**config.mk**
```make
export PLATFORM = sky130hd
export DESIGN_NAME = addersub_wb_stage
export DESIGN_NICKNAME = d
export VERILOG_FILES = /design/src/rtl/addersub_wb_stage_pkg.sv /design/src/rtl/addersub_wb_skid.sv /design/src/rtl/addersub_wb_stage.sv
export SDC_FILE = /design/constraint.sdc
export NUM_CORES = 1
export LEC_CHECK = 0
export CAP_MARGIN = 30
export CORE_MARGIN = 2
export CORE_UTILIZATION = 54
export DETAILED_ROUTE_END_ITERATION = 16
export PLACE_DENSITY = 0.9
export SLEW_MARGIN = 20
export SYNTH_ARGS = -nofsm -noshare
export SYNTH_HDL_FRONTEND = slang
export SYNTH_SLANG_ARGS = --single-unit
```
**constraint.sdc**
```tcl
create_clock -name clk -period 3.4 [get_ports clk]
set_clock_uncertainty 0.05 [all_clocks]
set_input_delay 0.68 -clock clk [delete_from_list [all_inputs] [get_ports clk]]
set_output_delay 0.68 -clock clk [all_outputs]
set_load 0.03 [all_outputs]
```
**src/rtl/addersub_wb_stage_pkg.sv**
```systemverilog
// addersub_wb_stage_pkg: shared constants, entry layout and overflow helper
// for the add/sub/slt writeback stage.
// Optional feature macro: ADDERSUB_OVF_TRAP_EN (signed-overflow trap).
package addersub_wb_stage_pkg;

  localparam int WB_WIDTH = 32;
  localparam int WB_REGW  = 5;

  // Operation codes presented by the adder.
  localparam logic [2:0] OP_SUBU = 3'd0;
  localparam logic [2:0] OP_ADDU = 3'd1;
  localparam logic [2:0] OP_SUB  = 3'd2;
  localparam logic [2:0] OP_ADD  = 3'd3;
  localparam logic [2:0] OP_SLTU = 3'd4;
  localparam logic [2:0] OP_SLT  = 3'd6;

  // Bit positions inside the operation code.
  localparam int IS_SLT  = 2;
  localparam int SIGNEXT = 1;
  localparam int ADDSUB  = 0;

  // One buffered writeback entry.
  typedef struct packed {
    logic [WB_WIDTH-1:0] data;
    logic [WB_REGW-1:0]  dst;
    logic                we;
    logic                ovf;
  } wb_entry_t;

  // Signed overflow from operand and result sign bits; only ADD and SUB trap.
  function automatic logic add_sub_ovf(input logic [2:0] op, input logic a_msb,
                                       input logic b_msb, input logic r_msb);
    logic v;
    case (op)
      OP_ADD:  v = (a_msb == b_msb) & (r_msb != a_msb);
      OP_SUB:  v = (a_msb != b_msb) & (r_msb != a_msb);
      default: v = 1'b0;
    endcase
    return v;
  endfunction

endpackage

```
**src/rtl/addersub_wb_skid.sv**
```systemverilog
// addersub_wb_skid: generic two-entry valid/ready skid buffer. Outputs come
// straight from the main register, and in_ready is a register, so neither
// side sees a combinational path from the other. Main data is zeroed
// whenever the main entry is empty.
module addersub_wb_skid
  #(parameter int W = 8)
  (
    input  logic         clk,
    input  logic         reset,
    input  logic         in_valid,
    output logic         in_ready,
    input  logic [W-1:0] in_data,
    output logic         out_valid,
    input  logic         out_ready,
    output logic [W-1:0] out_data
  );

  // Buffer state encoded as {main_v, skid_v}.
  localparam logic [1:0] ST_EMPTY = 2'b00;
  localparam logic [1:0] ST_ONE   = 2'b10;
  localparam logic [1:0] ST_FULL  = 2'b11;

  logic         r_main_v, r_skid_v, r_in_ready;
  logic [W-1:0] r_main_d, r_skid_d;
  logic         w_main_v, w_skid_v;
  logic [W-1:0] w_main_d, w_skid_d;
  logic         w_accept, w_emit;

  assign w_accept = in_valid & r_in_ready;
  assign w_emit   = r_main_v & out_ready;

  // Next-state of both entries from accept/emit in the current state.
  always_comb begin
    w_main_v = r_main_v;
    w_skid_v = r_skid_v;
    w_main_d = r_main_d;
    w_skid_d = r_skid_d;
    case ({r_main_v, r_skid_v})
      ST_EMPTY: begin
        if (w_accept) begin
          w_main_v = 1'b1;
          w_main_d = in_data;
        end else begin
          w_main_d = {W{1'b0}};
        end
      end
      ST_ONE: begin
        if (w_accept && w_emit) begin
          w_main_d = in_data;
        end else if (w_accept) begin
          w_skid_v = 1'b1;
          w_skid_d = in_data;
        end else if (w_emit) begin
          w_main_v = 1'b0;
          w_main_d = {W{1'b0}};
        end else begin
          w_main_d = r_main_d;
        end
      end
      ST_FULL: begin
        // in_ready is low here, so only an emit can happen.
        if (w_emit) begin
          w_main_d = r_skid_d;
          w_skid_v = 1'b0;
          w_skid_d = {W{1'b0}};
        end else begin
          w_main_d = r_main_d;
        end
      end
      default: begin
        w_main_v = 1'b0;
        w_skid_v = 1'b0;
        w_main_d = {W{1'b0}};
        w_skid_d = {W{1'b0}};
      end
    endcase
  end

  // Register both entries and the upstream ready; reset discards everything.
  always_ff @(posedge clk) begin
    if (reset) begin
      r_main_v   <= 1'b0;
      r_skid_v   <= 1'b0;
      r_main_d   <= {W{1'b0}};
      r_skid_d   <= {W{1'b0}};
      r_in_ready <= 1'b1;
    end else begin
      r_main_v   <= w_main_v;
      r_skid_v   <= w_skid_v;
      r_main_d   <= w_main_d;
      r_skid_d   <= w_skid_d;
      r_in_ready <= ~w_skid_v;
    end
  end

  assign in_ready  = r_in_ready;
  assign out_valid = r_main_v;
  assign out_data  = r_main_d;

endmodule

```
**src/rtl/addersub_wb_stage.sv**
```systemverilog
// addersub_wb_stage: forms the register-file write value/enable from the
// add/sub/slt unit result and holds it in a two-entry skid buffer.
// Optional feature macro: ADDERSUB_OVF_TRAP_EN (signed-overflow trap that
// raises out_ovf and suppresses out_we).
module addersub_wb_stage
  import addersub_wb_stage_pkg::*;
  #(
    parameter int WIDTH = WB_WIDTH,
    parameter int REGW  = WB_REGW
  )
  (
    input  logic             clk,
    input  logic             reset,
    input  logic             in_valid,
    output logic             in_ready,
    input  logic [2:0]       in_op,
    input  logic [WIDTH-1:0] in_result,
    input  logic             in_slt,
    input  logic             in_a_msb,
    input  logic             in_b_msb,
    input  logic [REGW-1:0]  in_dst,
    output logic             out_valid,
    input  logic             out_ready,
    output logic [WIDTH-1:0] out_data,
    output logic [REGW-1:0]  out_dst,
    output logic             out_we,
    output logic             out_ovf
  );

`ifdef ADDERSUB_OVF_TRAP_EN
  localparam int PW = WIDTH + REGW + 2;
`else
  localparam int PW = WIDTH + REGW + 1;
`endif

  wb_entry_t         w_entry;
  logic              w_ovf;
  logic [PW-1:0]     w_in_payload;
  logic [PW-1:0]     w_out_payload;

`ifdef ADDERSUB_OVF_TRAP_EN
  assign w_ovf = add_sub_ovf(in_op, in_a_msb, in_b_msb, in_result[WIDTH-1]);
`else
  logic w_unused_s;
  assign w_ovf      = 1'b0;
  assign w_unused_s = ^{in_a_msb, in_b_msb, in_op[1:0], w_entry.ovf};
`endif

  // Build the entry: slt ops write the zero-extended less-than flag.
  always_comb begin
    w_entry = '0;
    if (in_op[IS_SLT]) begin
      w_entry.data = {{(WIDTH-1){1'b0}}, in_slt};
    end else begin
      w_entry.data = in_result;
    end
    w_entry.dst = in_dst;
    w_entry.we  = (in_dst != {REGW{1'b0}}) & ~w_ovf;
    w_entry.ovf = w_ovf;
  end

`ifdef ADDERSUB_OVF_TRAP_EN
  assign w_in_payload = w_entry;
`else
  assign w_in_payload = {w_entry.data, w_entry.dst, w_entry.we};
`endif

  addersub_wb_skid #(.W(PW)) u_skid (
    .clk       (clk),
    .reset     (reset),
    .in_valid  (in_valid),
    .in_ready  (in_ready),
    .in_data   (w_in_payload),
    .out_valid (out_valid),
    .out_ready (out_ready),
    .out_data  (w_out_payload)
  );

  assign out_data = w_out_payload[PW-1 -: WIDTH];
  assign out_dst  = w_out_payload[PW-WIDTH-1 -: REGW];
  assign out_we   = w_out_payload[PW-WIDTH-REGW-1];
`ifdef ADDERSUB_OVF_TRAP_EN
  assign out_ovf  = w_out_payload[0];
`else
  assign out_ovf  = 1'b0;
`endif

endmodule

```
# After elaboration in Yosys (flattened, before gate mapping)
# Cells that the tools add are included.
[totals]
regBits = 79
latch_bits = 0
ramBits = 0
rom_bits = 0
inputBits = 47
output_inout_bits = 41
elab_cells = 45
memories = 0
[classes]
n_addsub = 0
multipliers = 0
n_div = 0
magnitude_cmp = 0
n_eq_ne = 10
shifts = 0
n_mux = 19
bitwise_logic = 5
reduce_logical = 6
[op_table]
columns = ["cell", "n"]
rows = [
  ["$mux 38", 7],
  ["$pmux 38 s3", 2],
  ["$mux 32", 1],
  ["$ne 2x1->1 const B", 4],
  ["$mux 1", 7],
  ["$pmux 1 s3", 2],
  ["$reduce_and 5->1", 1],
  ["$reduce_bool 5->1", 1],
  ["$eq 2x2->1 const B", 2],
  ["$ne 2x2->1 const B", 2],
  ["$reduce_and 4->1", 1],
  ["$ne 3x1->1 const B", 1],
  ["$ne 3x3->1 const B", 1],
  ["$not 1->1", 3],
  ["$reduce_and 3->1", 1],
  ["$and 1x1->1", 2],
  ["$logic_not 2->1", 1],
  ["$logic_and 1x1->1", 1],
]

# Longest topological paths before layout
# Gate-level depths: netlist of run 1.
[logic_depth]
ltp_word = 5
mapped_depth = 6
mapped_depth_nobuf = 3

# Cells and area by module
# A second synthesis of run 1 with hierarchy kept.
[hier_totals]
cells_unflattened = 362
area_unflattened_um2 = 3604.7
[modules_own_cells]
columns = ["module", "instances", "cells_each", "area_per_inst_um2", "seq_area_each_um2"]
rows = [
  ["addersub_wb_skid", 1, 322, 3360.7, 1581.5],
  ["addersub_wb_stage", 1, 40, 244.0, 0.0],
]

# Least setup slack after synthesis of run 1
# OpenSTA, ideal clock, no wires.
[synth_timing]
kind = "input port to flip-flop"
start = "input port out_ready"
end = "register u_skid.r_skid_d[10]"
setup_time_ns = 0.120
arrival_time_ns = 1.683
t_required_ns = 3.230
slack_ns = 1.548
path_stages = 6
path_cell_list = "nand2b_1 > clkbuf_1 > mux2_2 > buf_6 > buf_6 > mux2i_1"
[synth_between]
elab_chain_len = 4
word_cells_on_any_way = 5
[synth_lines]
columns = ["element", "line", "text"]
rows = [
  ["start, declared", "addersub_wb_stage.sv:23", "input logic out_ready,"],
  ["$and 1x1->1 (*)", "addersub_wb_skid.sv:30", "assign w_emit = r_main_v & out_ready;"],
  ["$logic_and 1x1->1", "addersub_wb_skid.sv:48", "if (w_accept && w_emit) begin"],
  ["$ne 2x2->1 (no source line)", "-", ""],
  ["$reduce_and 4->1 (no source line) (*)", "-", ""],
  ["end signal, assigned", "addersub_wb_skid.sv:85", "r_skid_d <= {W{1'b0}};"],
  ["end signal, assigned", "addersub_wb_skid.sv:91", "r_skid_d <= w_skid_d;"],
  ["end, declared", "addersub_wb_skid.sv:24", "logic [W-1:0] r_main_d, r_skid_d;"],
]
# Every way passes the cells marked *; elsewhere a longest branch is shown, timed or not.
# A chain may end at the register's enable or synchronous reset.

# Final worst setup path of run 1
[layout_timing]
start = "input port in_valid"
end = "register u_skid.r_skid_d[17]"
[layout_between]
elab_chain_len = 4
word_cells_on_any_way = 5
[layout_lines]
columns = ["element", "line", "text"]
rows = [
  ["start, declared", "addersub_wb_stage.sv:14", "input logic in_valid,"],
  ["$and 1x1->1 (*)", "addersub_wb_skid.sv:29", "assign w_accept = in_valid & r_in_ready;"],
  ["$logic_and 1x1->1", "addersub_wb_skid.sv:48", ""],
  ["$ne 2x2->1 (no source line)", "-", ""],
  ["$reduce_and 4->1 (no source line) (*)", "-", ""],
]
# Marks and branches as above.

==> results of run 1 <==
sequential cells by signal, summed over array words and instances, names as in the netlist:
signal and count:
u_skid.r_skid_v 1, u_skid.out_data 38, u_skid.out_valid 1, u_skid.r_skid_d 38
u_skid.in_ready 1
report_power, final:
group          internal (mW)  switching [mW]  total, mW
clock network          0.372           0.327      0.699
logic                  0.129           0.156      0.284
registers              0.945          0.0130      0.958
worst max-delay path by stage:
stage | to | cells after the start | slack, ns
global placement | u_skid.r_skid_d[12]$_SDFFE_PP0P_ | 5 | 0.59
CTS | u_skid.r_skid_d[17]$_SDFFE_PP0P_ | 5 | 0.83
global route | u_skid.r_skid_d[17]$_SDFFE_PP0P_ | 5 | 0.71
floorplan | u_skid.r_skid_d[10]$_SDFFE_PP0P_ | 6 | 1.55
finish | u_skid.r_skid_d[17]$_SDFFE_PP0P_ | 5 | 0.83
detailed placement | u_skid.r_skid_d[18]$_SDFFE_PP0P_ | 5 | 0.57
per-stage QoR:
stage / hold slack (ns) / utilization [%]
3_5_place_dp: 0.407 / 68.4
3_3_place_gp: 0.398 / 68.4
6_report: 0.420 / 71.3
5_1_grt: 0.439 / 71.3
2_1_floorplan: 0.388 / -
4_1_cts: 0.419 / 71.3
critical path: stages:
cell,delay [ns]
sky130_fd_sc_hd__clkdlybuf4s50_1,0.52
sky130_fd_sc_hd__and3b_1,0.20
sky130_fd_sc_hd__mux2_2,0.77
sky130_fd_sc_hd__buf_4,0.35
sky130_fd_sc_hd__mux2i_1,0.25
cell type report:
type,instances,area (um^2)
Clock buffer,11,151
Fill cell,566,1980
Sequential cell,79,1580
Tap cell,96,120
Clock inverter,4,45.0
Inverter,2,7.51
Multi-Input combinational cell,350,2130
Timing Repair Buffer,91,891
metal layers:
layer / vias to the layer above / share of wire (%) / track usage, % / wire [um]
li1: 1709 / - / - / -
met1: 1669 / 43 / 30.7 / 4100
met2: 119 / 51 / 43.6 / 4860
met3: 19 / 4.5 / 2.77 / 432
met4: 0 / 2.1 / 11.9 / 206
met5: - / 0 / 0 / 0
cells by family (layout without fill, tap and decap cells):
kind of cell | after synthesis | in the layout | synth area share [%]
AND/OR/NAND/NOR | 228 | 228 | 33.3
AO/OA/AOI/OAI | 82 | 82 | 10.8
flip-flops | 79 | 79 | 40.5
buffers and inverters | 47 | 108 | 5.26
multiplexers | 39 | 39 | 10.1
other | 1 | 1 | 0.0961
synthesized netlist by cell type (all sizes together), types with 3 or more instances:
library cell / number
o21ai: 40
mux2i: 37
clkbuf: 36
buf: 9
nor2: 3
and3: 36
nor2b: 68
nand2: 35
nand3: 37
a21oi: 38
dfxtp: 79
nand2b: 41
placed cells by master (no fill, tap or decap):
cell | netlist | final
sky130_fd_sc_hd__clkdlybuf4s50_1 | 0 | 80
sky130_fd_sc_hd__dfxtp_1 | 79 | 79
sky130_fd_sc_hd__nor2b_1 | 68 | 68
sky130_fd_sc_hd__nand2b_1 | 41 | 40
sky130_fd_sc_hd__o21ai_0 | 39 | 39
sky130_fd_sc_hd__a21oi_1 | 38 | 38
sky130_fd_sc_hd__nand3_1 | 37 | 37
sky130_fd_sc_hd__mux2i_1 | 37 | 37
sky130_fd_sc_hd__and3_1 | 36 | 36
sky130_fd_sc_hd__nand2_1 | 35 | 35
sky130_fd_sc_hd__clkbuf_8 | 0 | 11
sky130_fd_sc_hd__buf_4 | 1 | 8
sky130_fd_sc_hd__nor2_1 | 3 | 3
sky130_fd_sc_hd__clkinv_2 | 0 | 3
sky130_fd_sc_hd__and2_1 | 2 | 2
sky130_fd_sc_hd__inv_1 | 2 | 2
sky130_fd_sc_hd__a211oi_1 | 2 | 2
sky130_fd_sc_hd__mux2_2 | 2 | 2
sky130_fd_sc_hd__buf_2 | 2 | 2
sky130_fd_sc_hd__and3b_1 | 1 | 1
sky130_fd_sc_hd__nand2b_2 | 0 | 1
sky130_fd_sc_hd__nand4b_1 | 1 | 1
sky130_fd_sc_hd__a21o_1 | 1 | 1
sky130_fd_sc_hd__or4_1 | 1 | 1
sky130_fd_sc_hd__o211ai_1 | 1 | 1
sky130_fd_sc_hd__nor3b_4 | 0 | 1
sky130_fd_sc_hd__nand3b_1 | 1 | 1
sky130_fd_sc_hd__nor3b_1 | 1 | 1
sky130_fd_sc_hd__o21ai_1 | 1 | 1
sky130_fd_sc_hd__conb_1 | 1 | 1
sky130_fd_sc_hd__bufinv_16 | 0 | 1
sky130_fd_sc_hd__buf_12 | 0 | 1
==> flow_metrics.tcl, run 1 <==
set metrics [dict create \
    area_delta_synth_final_pct 26.1 \
    synth_seq_area_share_pct 40.5 \
    post_cts.resized_instances 0 \
    power.ir.vdd_worst_mv 0.229 \
    wl_per_cell_um 15.2 \
    dr.first_iter.drc_count 239 \
    ys_ff_latch 79 \
    mappedNetlistNets 523 \
    post_synth_instance_area_um2 3900 \
    startpoint_type "input pin" \
    power-per-cell-area_nw_per_um2 394 \
    worstSetupStartpoint "in_valid" \
    post-route-cell-area_um2 4920 \
    final_min_period_over_clock_period_pct 75.5 \
    number_of_enable_flip_flop_cells_after_synthesis 0 \
    gp_congestion 0.787 \
    fin_total_pwr_mw 1.94 \
    worst_setup_hold_path_clk_slew_ns 0.07 \
    final-instance-count-excl-fill 633 \
    pin_count 88 \
    cts.hold.buffers_added 0 \
    synthCells 476 \
    r2r_slack_ns 1.04 \
    total_number_of_placement_rows 30 \
    worst_r2r_endpoint "u_skid.r_skid_d[17]$_SDFFE_PP0P_" \
    start_util_pct 56.5 \
    maxCapViolations 0 \
    insertedDiodeCount 0 \
    post_cts.repair.setup_buffers 0 \
    post-dp-hpwl_um 5660 \
    status "finished clean" \
    post-route-min-period_ns 2.57 \
    global_route.overflow_total 0 \
    timing.rr.start "u_skid.r_skid_v$_SDFF_PP0_" \
    place_worst_setup_slack_ns 0.566 \
    postLayoutSetupSlackWorst_ns 0.832 \
    grt_start_max_net_pins 78 \
    yosysUniqueCellTypes 29 \
    slew-limit-headroom_pct 39.5 \
    clock_insertion_delay_worst_skew_ns 0.35 \
    min_delay_worst_endpoint "u_skid.r_skid_d[6]$_SDFFE_PP0P_" \
    slew_at_the_pin_closest_to_its_max_slew_limit_ns 0.907 \
    worstSetupPathType "input pin to flop" \
    synth-async-reset-ratio_pct 0 \
    die_height_um 89.0 \
    rsz_0062_raised_after_global_routing "false" \
    die_span_in_x_um 89.0 \
    synth.avg_cell_area_um2 8.20 \
    detailedRoute.firstPassIterationCount 5 \
    hold_start "u_skid.r_skid_d[6]$_SDFFE_PP0P_" \
    cts_inserted_buffers 9 \
    dominantRegCellSynth "sky130_fd_sc_hd__dfxtp_1" \
    post-synth-top-area-fraction_pct 40.5 \
    placedCellCount 618 \
    routed-via-count 3516 \
    finalNetCount 580 \
    power.leakage_nw 1.80 \
    cts_tree "built" \
    largest_cells_by_area_after_synthesis "sky130_fd_sc_hd__dfxtp_1 (41%), sky130_fd_sc_hd__nor2b_1 (11%), sky130_fd_sc_hd__mux2i_1 (9.5%)" \
    port-buffer-count 82 \
    totalWireLength_um 9600 \
    synth_warnings 0 \
    drt-vias-per-instance 5.55 \
    clock_sink_count 79 \
    antenna_violating_nets_post_route 0 \
    report.final.setup_viol 0 \
    detailed_place.area_um2 4730 \
    ff2ff_path_depth 3 \
    ctsLongestPathBuffers 2 \
    cts_root_buffer "sky130_fd_sc_hd__clkbuf_8" \
    drc 0 \
    yosys.area.top_type "sky130_fd_sc_hd__dfxtp_1" \
    worst-endpoint-required_ns 3.61 \
    first_global_vias 3462 \
    layout-drive-gt1-share_pct 5.59 \
    track_usage_pct 25.0 \
    finalHoldViolations 0 \
    fp.coreArea_um2 6910 \
    timing.fmax_ghz 0.389 \
    crit_path_max_fanout 29 \
    die_area_um2 7930 \
    timing_max_transition_violations_final 0 \
    critical_path_arrival_ns 2.78 \
    cts_max_level 3 \
    worst_hold_class "flop to flop" \
    fin_setup_tns_ns 0 \
    antenna_found_initial 0 \
    min_path_cells 2 \
    grt_pass1_wl_um 15700 \
    cp-end-kind "flop" \
]
Note: power is estimated with default switching activity, not from simulation.
==> run 2, diff against run 1 <==
- CORE_UTILIZATION: 54 -> 46
- PLACE_DENSITY: 0.9 -> 0.82
- clock period: 3.4 -> 2.2 ns (I/O delays scaled with it)
==> flow_metrics.tcl, run 2 (same netlist as run 1, synthesis figures left out) <==
set metrics [dict create \
    wl_per_cell_um 14.9 \
    area_delta_synth_final_pct 28.3 \
    grt_busiest_layer "met2" \
    gp_congestion 0.770 \
    startpoint_type "flop" \
    slew_at_the_pin_closest_to_its_max_slew_limit_ns 0.500 \
    timing.fmax_ghz 0.522 \
    globalRouteMet1Util_pct 29.8 \
    die_area_um2 9240 \
    start_util_pct 47.5 \
    report.final.setup_viol 0 \
    grt_pass1_wl_um 16100 \
    power.ir.vdd_worst_mv 0.354 \
    maxCapViolations 0 \
    antenna_found_initial 0 \
    finalNetCount 587 \
    post-route-min-period_ns 1.91 \
    total_number_of_placement_rows 33 \
    fin_total_pwr_mw 3.03 \
    insertedDiodeCount 0 \
    timing_max_transition_violations_final 0 \
    drt-vias-per-instance 5.25 \
    fp.coreArea_um2 8220 \
    dr.first_iter.drc_count 200 \
    final_min_period_over_clock_period_pct 87.0 \
    r2r_slack_ns 0.54 \
    fin_setup_tns_ns 0 \
    global_route.usage.met3_pct 3.13 \
    power-per-cell-area_nw_per_um2 604 \
    worst_path_dominant_cell_family "buffers and inverters" \
    slew-limit-headroom_pct 66.6 \
    drc 0 \
    pin_count 88 \
    ctsLongestPathBuffers 2 \
    power.leakage_nw 1.84 \
    rsz_0062_raised_after_global_routing "false" \
    clock_sink_count 79 \
    totalWireLength_um 9650 \
    clock_insertion_delay_worst_skew_ns 0.34 \
    min_path_cells 2 \
    worst_hold_class "flop to flop" \
    holdWs_ns 0.419 \
    final_core_utilization_pct 61.0 \
    post-dp-hpwl_um 6130 \
    critical-path-max-stage-delay_ns 0.69 \
    port-buffer-count 82 \
    die_height_um 96.1 \
    crit_path_cell_trace "clkdlybuf4s50_1" \
    post_cts.repair.setup_buffers 0 \
    crit_path_max_fanout 3 \
    status "finished clean" \
    layout_common_cells "sky130_fd_sc_hd__clkdlybuf4s50_1 (79), sky130_fd_sc_hd__dfxtp_1 (79), sky130_fd_sc_hd__nor2b_1 (68)" \
    detailedRoute.firstPassIterationCount 5 \
    antenna_violating_nets_post_route 0 \
    cts.hold.buffers_added 0 \
    first_global_vias 3345 \
    cp-end-kind "output pin" \
    cts_inserted_buffers 9 \
    track_usage_pct 22.2 \
    cts_root_buffer "sky130_fd_sc_hd__clkbuf_8" \
    grt_start_max_net_pins 53 \
    grtUsageMet2_pct 35.1 \
    cts_tree "built" \
    critical_path_arrival_ns 1.42 \
    worst-endpoint-required_ns 1.71 \
    cts_max_level 3 \
    post_cts.resized_instances 0 \
    global_route.overflow_total 0 \
    post-route-cell-area_um2 5010 \
    critical_path_buf_inv_count 1 \
    timing.critical_path.depth 1 \
    routed-via-count 3408 \
    worstSetupPathType "flop to output pin" \
    finalHoldViolations 0 \
    die_span_in_x_um 96.1 \
    layout-drive-gt1-share_pct 7.17 \
    detailed_place.area_um2 4810 \
    critical_path.slowest_cell "sky130_fd_sc_hd__clkdlybuf4s50_1" \
    ff2ff_path_depth 4 \
    worst_setup_hold_path_clk_slew_ns 0.07 \
]
run 2: cell type report:
class                      count  area, um^2
inverter                       2        7.51
fill                         695        3210
clock inverter                 4        45.0
tap                          105         131
timing repair buffer          98         966
sequential                    79        1580
clock buffer                  11         151
multi-input combinational    350        2130
run 2: per-layer routing:
metal  vias to the layer above  wire length (um)
li1                       1731                 -
met1                      1548              4450
met2                       109              4460
met3                        20               470
met4                         0               272
met5                         -                 0
run 2: worst paths after layout:
check,from,end
max,u_skid.in_ready$_SDFF_PP1_,in_ready
min reg2reg,u_skid.r_skid_d[14]$_SDFFE_PP0P_,u_skid.r_skid_d[14]$_SDFFE_PP0P_
min,u_skid.r_skid_d[14]$_SDFFE_PP0P_,u_skid.r_skid_d[14]$_SDFFE_PP0P_
max reg2reg,u_skid.out_valid$_SDFFE_PP0P_,u_skid.r_skid_d[17]$_SDFFE_PP0P_
run 2: report_power, final:
group          internal (mW)  leakage [nW]  total [mW]  switching, mW
logic                  0.211          1.10       0.454          0.243
clock network          0.575         0.105        1.09          0.515
registers               1.46         0.640        1.48         0.0210
run 2: per-stage QoR:
stage	worst slack (ns)	instances
3_3_place_gp	0.246	634
2_1_floorplan	0.559	476
3_5_place_dp	0.196	634
6_report	0.285	649
4_1_cts	0.281	649
5_1_grt	0.240	649
==> run 3, diff against run 2 <==
- ABC_AREA: default -> 1
- CORE_UTILIZATION: 46 -> 47
==> flow_metrics.tcl, run 3 <==
set metrics [dict create \
    pin_count 88 \
    port-buffer-count 82 \
    power.leakage_nw 2.15 \
    worst_path_dominant_cell_family "buffers and inverters" \
    seqCellArea_um2 1580 \
    worst-endpoint-required_ns 1.71 \
    track_usage_pct 24.3 \
    layout_commonest_cell "sky130_fd_sc_hd__nand2_1" \
    maxCapViolations 0 \
    number_of_enable_flip_flop_cells_after_synthesis 0 \
    routed-via-count 4565 \
    post_synth_instance_area_um2 4270 \
    min_delay_worst_endpoint "u_skid.r_skid_d[33]$_SDFFE_PP0P_" \
    worst_setup_hold_path_clk_slew_ns 0.08 \
    global_route.overflow_total 0 \
    placedCellCount 836 \
    rsz_0062_raised_after_global_routing "false" \
    post_cts.resized_instances 0 \
    start_util_pct 48.8 \
    detailedRoute.firstPassIterationCount 5 \
    synth_seq_area_share_pct 37.0 \
    finalNetCount 786 \
    multi_input_comb_area_um2 2240 \
    worstSetupPathType "flop to output pin" \
    final-instance-count-excl-fill 851 \
    layout_common_cells "sky130_fd_sc_hd__nand2_1 (233), sky130_fd_sc_hd__clkdlybuf4s50_1 (81), sky130_fd_sc_hd__nor2_1 (80)" \
    timing_max_transition_violations_final 0 \
    post-synth-top-area-fraction_pct 37.0 \
    ctsLongestPathBuffers 2 \
    postLayoutSetupSlackWorst_ns 0.135 \
    place_worst_setup_slack_ns 0.0931 \
    min_path_cells 2 \
    ys_ff_latch 79 \
    finalHoldViolations 0 \
    fp.coreArea_um2 8760 \
    yosysUniqueCellTypes 23 \
    worstSetupStartpoint "u_skid.out_valid$_SDFFE_PP0P_" \
    synthTopCellsByCount "sky130_fd_sc_hd__nand2_1 (233), sky130_fd_sc_hd__nor2_1 (80), sky130_fd_sc_hd__dfxtp_1 (79), sky130_fd_sc_hd__nand3_1 (74), sky130_fd_sc_hd__a21oi_1 (55)" \
    drt-vias-per-instance 5.36 \
    cts_tree "built" \
    largest_cells_by_area_after_synthesis "sky130_fd_sc_hd__dfxtp_1 (37%), sky130_fd_sc_hd__nand2_1 (20%), sky130_fd_sc_hd__nand3_1 (8.7%)" \
    status "finished clean" \
    cts_max_level 3 \
    power-per-cell-area_nw_per_um2 619 \
    die_span_in_x_um 99.3 \
    critical-path-max-stage-delay_ns 0.73 \
    cts_inserted_buffers 9 \
    power.ir.vdd_worst_mv 0.354 \
    post_cts.repair.setup_buffers 0 \
    mappedNetlistNets 715 \
    crit_path_max_fanout 6 \
    cts.hold.buffers_added 0 \
    total_number_of_placement_rows 34 \
    post-route-min-period_ns 2.06 \
    dominantRegCellSynth "sky130_fd_sc_hd__dfxtp_1" \
    timing.rr.start "u_skid.out_valid$_SDFFE_PP0P_" \
    die_height_um 99.3 \
    dr.first_iter.drc_count 295 \
    cts_root_buffer "sky130_fd_sc_hd__clkbuf_8" \
    count_of_filler_cells_inserted_in_the_layout 791 \
    worst_hold_class "flop to flop" \
    first_global_vias 4404 \
    synth-async-reset-ratio_pct 0 \
    critical_path_buf_inv_count 1 \
    grt_pass1_wl_um 19800 \
    die_area_um2 9870 \
    layout-drive-gt1-share_pct 12.4 \
    insertedDiodeCount 0 \
    final_core_utilization_pct 62.1 \
    fin_total_pwr_mw 3.36 \
    startpoint_type "flop" \
    synthCells 668 \
    wl_per_cell_um 13.8 \
    worst_r2r_endpoint "u_skid.r_skid_d[36]$_SDFFE_PP0P_" \
    grt_start_max_net_pins 33 \
    final_min_period_over_clock_period_pct 93.9 \
    synth_most_common_cell "sky130_fd_sc_hd__nand2_1" \
    hold_start "u_skid.r_skid_d[33]$_SDFFE_PP0P_" \
    antenna_violating_nets_post_route 0 \
    totalWireLength_um 11700 \
    drc 0 \
    r2r_slack_ns 0.48 \
    clock_sink_count 79 \
    gp_congestion 0.852 \
    report.final.setup_viol 0 \
    cp-end-kind "output pin" \
    ff2ff_path_depth 9 \
    antenna_found_initial 0 \
    clock_insertion_delay_worst_skew_ns 0.36 \
    synth.avg_cell_area_um2 6.40 \
    crit_path_cell_trace "clkdlybuf4s50_1" \
    post-dp-hpwl_um 7860 \
    critical_path_arrival_ns 1.57 \
    synth_warnings 0 \
    critical_path.slowest_cell "sky130_fd_sc_hd__clkdlybuf4s50_1" \
    timing.critical_path.depth 1 \
    fin_setup_tns_ns 0 \
    timing.fmax_ghz 0.484 \
    area_delta_synth_final_pct 27.3 \
    yosys.area.top_type "sky130_fd_sc_hd__dfxtp_1" \
]
-- run 3: cell count changes in the layout (fill, tap and decap cells not counted), moves of 21 or more --
cell and delta:
sky130_fd_sc_hd__mux2i_1 -37, sky130_fd_sc_hd__and3_1 -36, sky130_fd_sc_hd__nand2_2 +21, sky130_fd_sc_hd__nor2_1 +77
sky130_fd_sc_hd__nand2_1 +198, sky130_fd_sc_hd__o21ai_0 -34, sky130_fd_sc_hd__inv_1 +37, sky130_fd_sc_hd__nand2b_1 -40
sky130_fd_sc_hd__nor2b_1 -68, sky130_fd_sc_hd__nand3_1 +37
-- run 3: cell type report --
cell class | instances | share of cell area [%]
inverter | 45 | 3.11
multi-input combinational | 498 | 41.1
clock inverter | 5 | 1.96
timing repair buffer | 106 | 19.7
sequential | 79 | 29.1
clock buffer | 10 | 2.53
tap | 108 | 2.49
-- run 3: layer usage --
| metal | vias up | routed length, um | global-route usage (%) |
|---|---|---|---|
| met3 | 38 | 899 | 4.71 |
| li1 | 2224 | - | - |
| met1 | 2081 | 4840 | 29.7 |
| met5 | - | 0 | 0 |
| met4 | 0 | 366 | 9.69 |
| met2 | 222 | 5610 | 42.2 |
-- run 3: cell families (layout without fill, tap and decap cells) --
logic type,after synthesis,count (layout),synth area share [%]
AO/OA/AOI/OAI,81,81,11.3
buffers and inverters,91,166,10.6
AND/OR/NAND/NOR,416,416,41.0
flip-flops,79,79,37.0
other,1,1,0.0878
-- run 3: how the worst max path moves through the flow --
stage | slack, ns | to
floorplan | 0.55 | u_skid.r_skid_d[13]$_SDFFE_PP0P_
global placement | 0.16 | u_skid.r_skid_d[37]$_SDFFE_PP0P_
detailed placement | 0.09 | u_skid.r_skid_d[36]$_SDFFE_PP0P_
CTS | 0.14 | out_valid
global route | 0.11 | out_valid
finish | 0.14 | out_valid
-- run 3: where the power goes --
part	switching [mW]	internal, mW
logic	0.336	0.216
clock network	0.550	0.780
registers	0.0195	1.46
-- run 3: per-stage QoR --
step,cell area (um^2),hold WS [ns]
2_1_floorplan,4270,0.389
4_1_cts,5440,0.417
5_1_grt,5440,0.433
6_report,5440,0.415
3_5_place_dp,5190,0.399
3_3_place_gp,5190,0.397
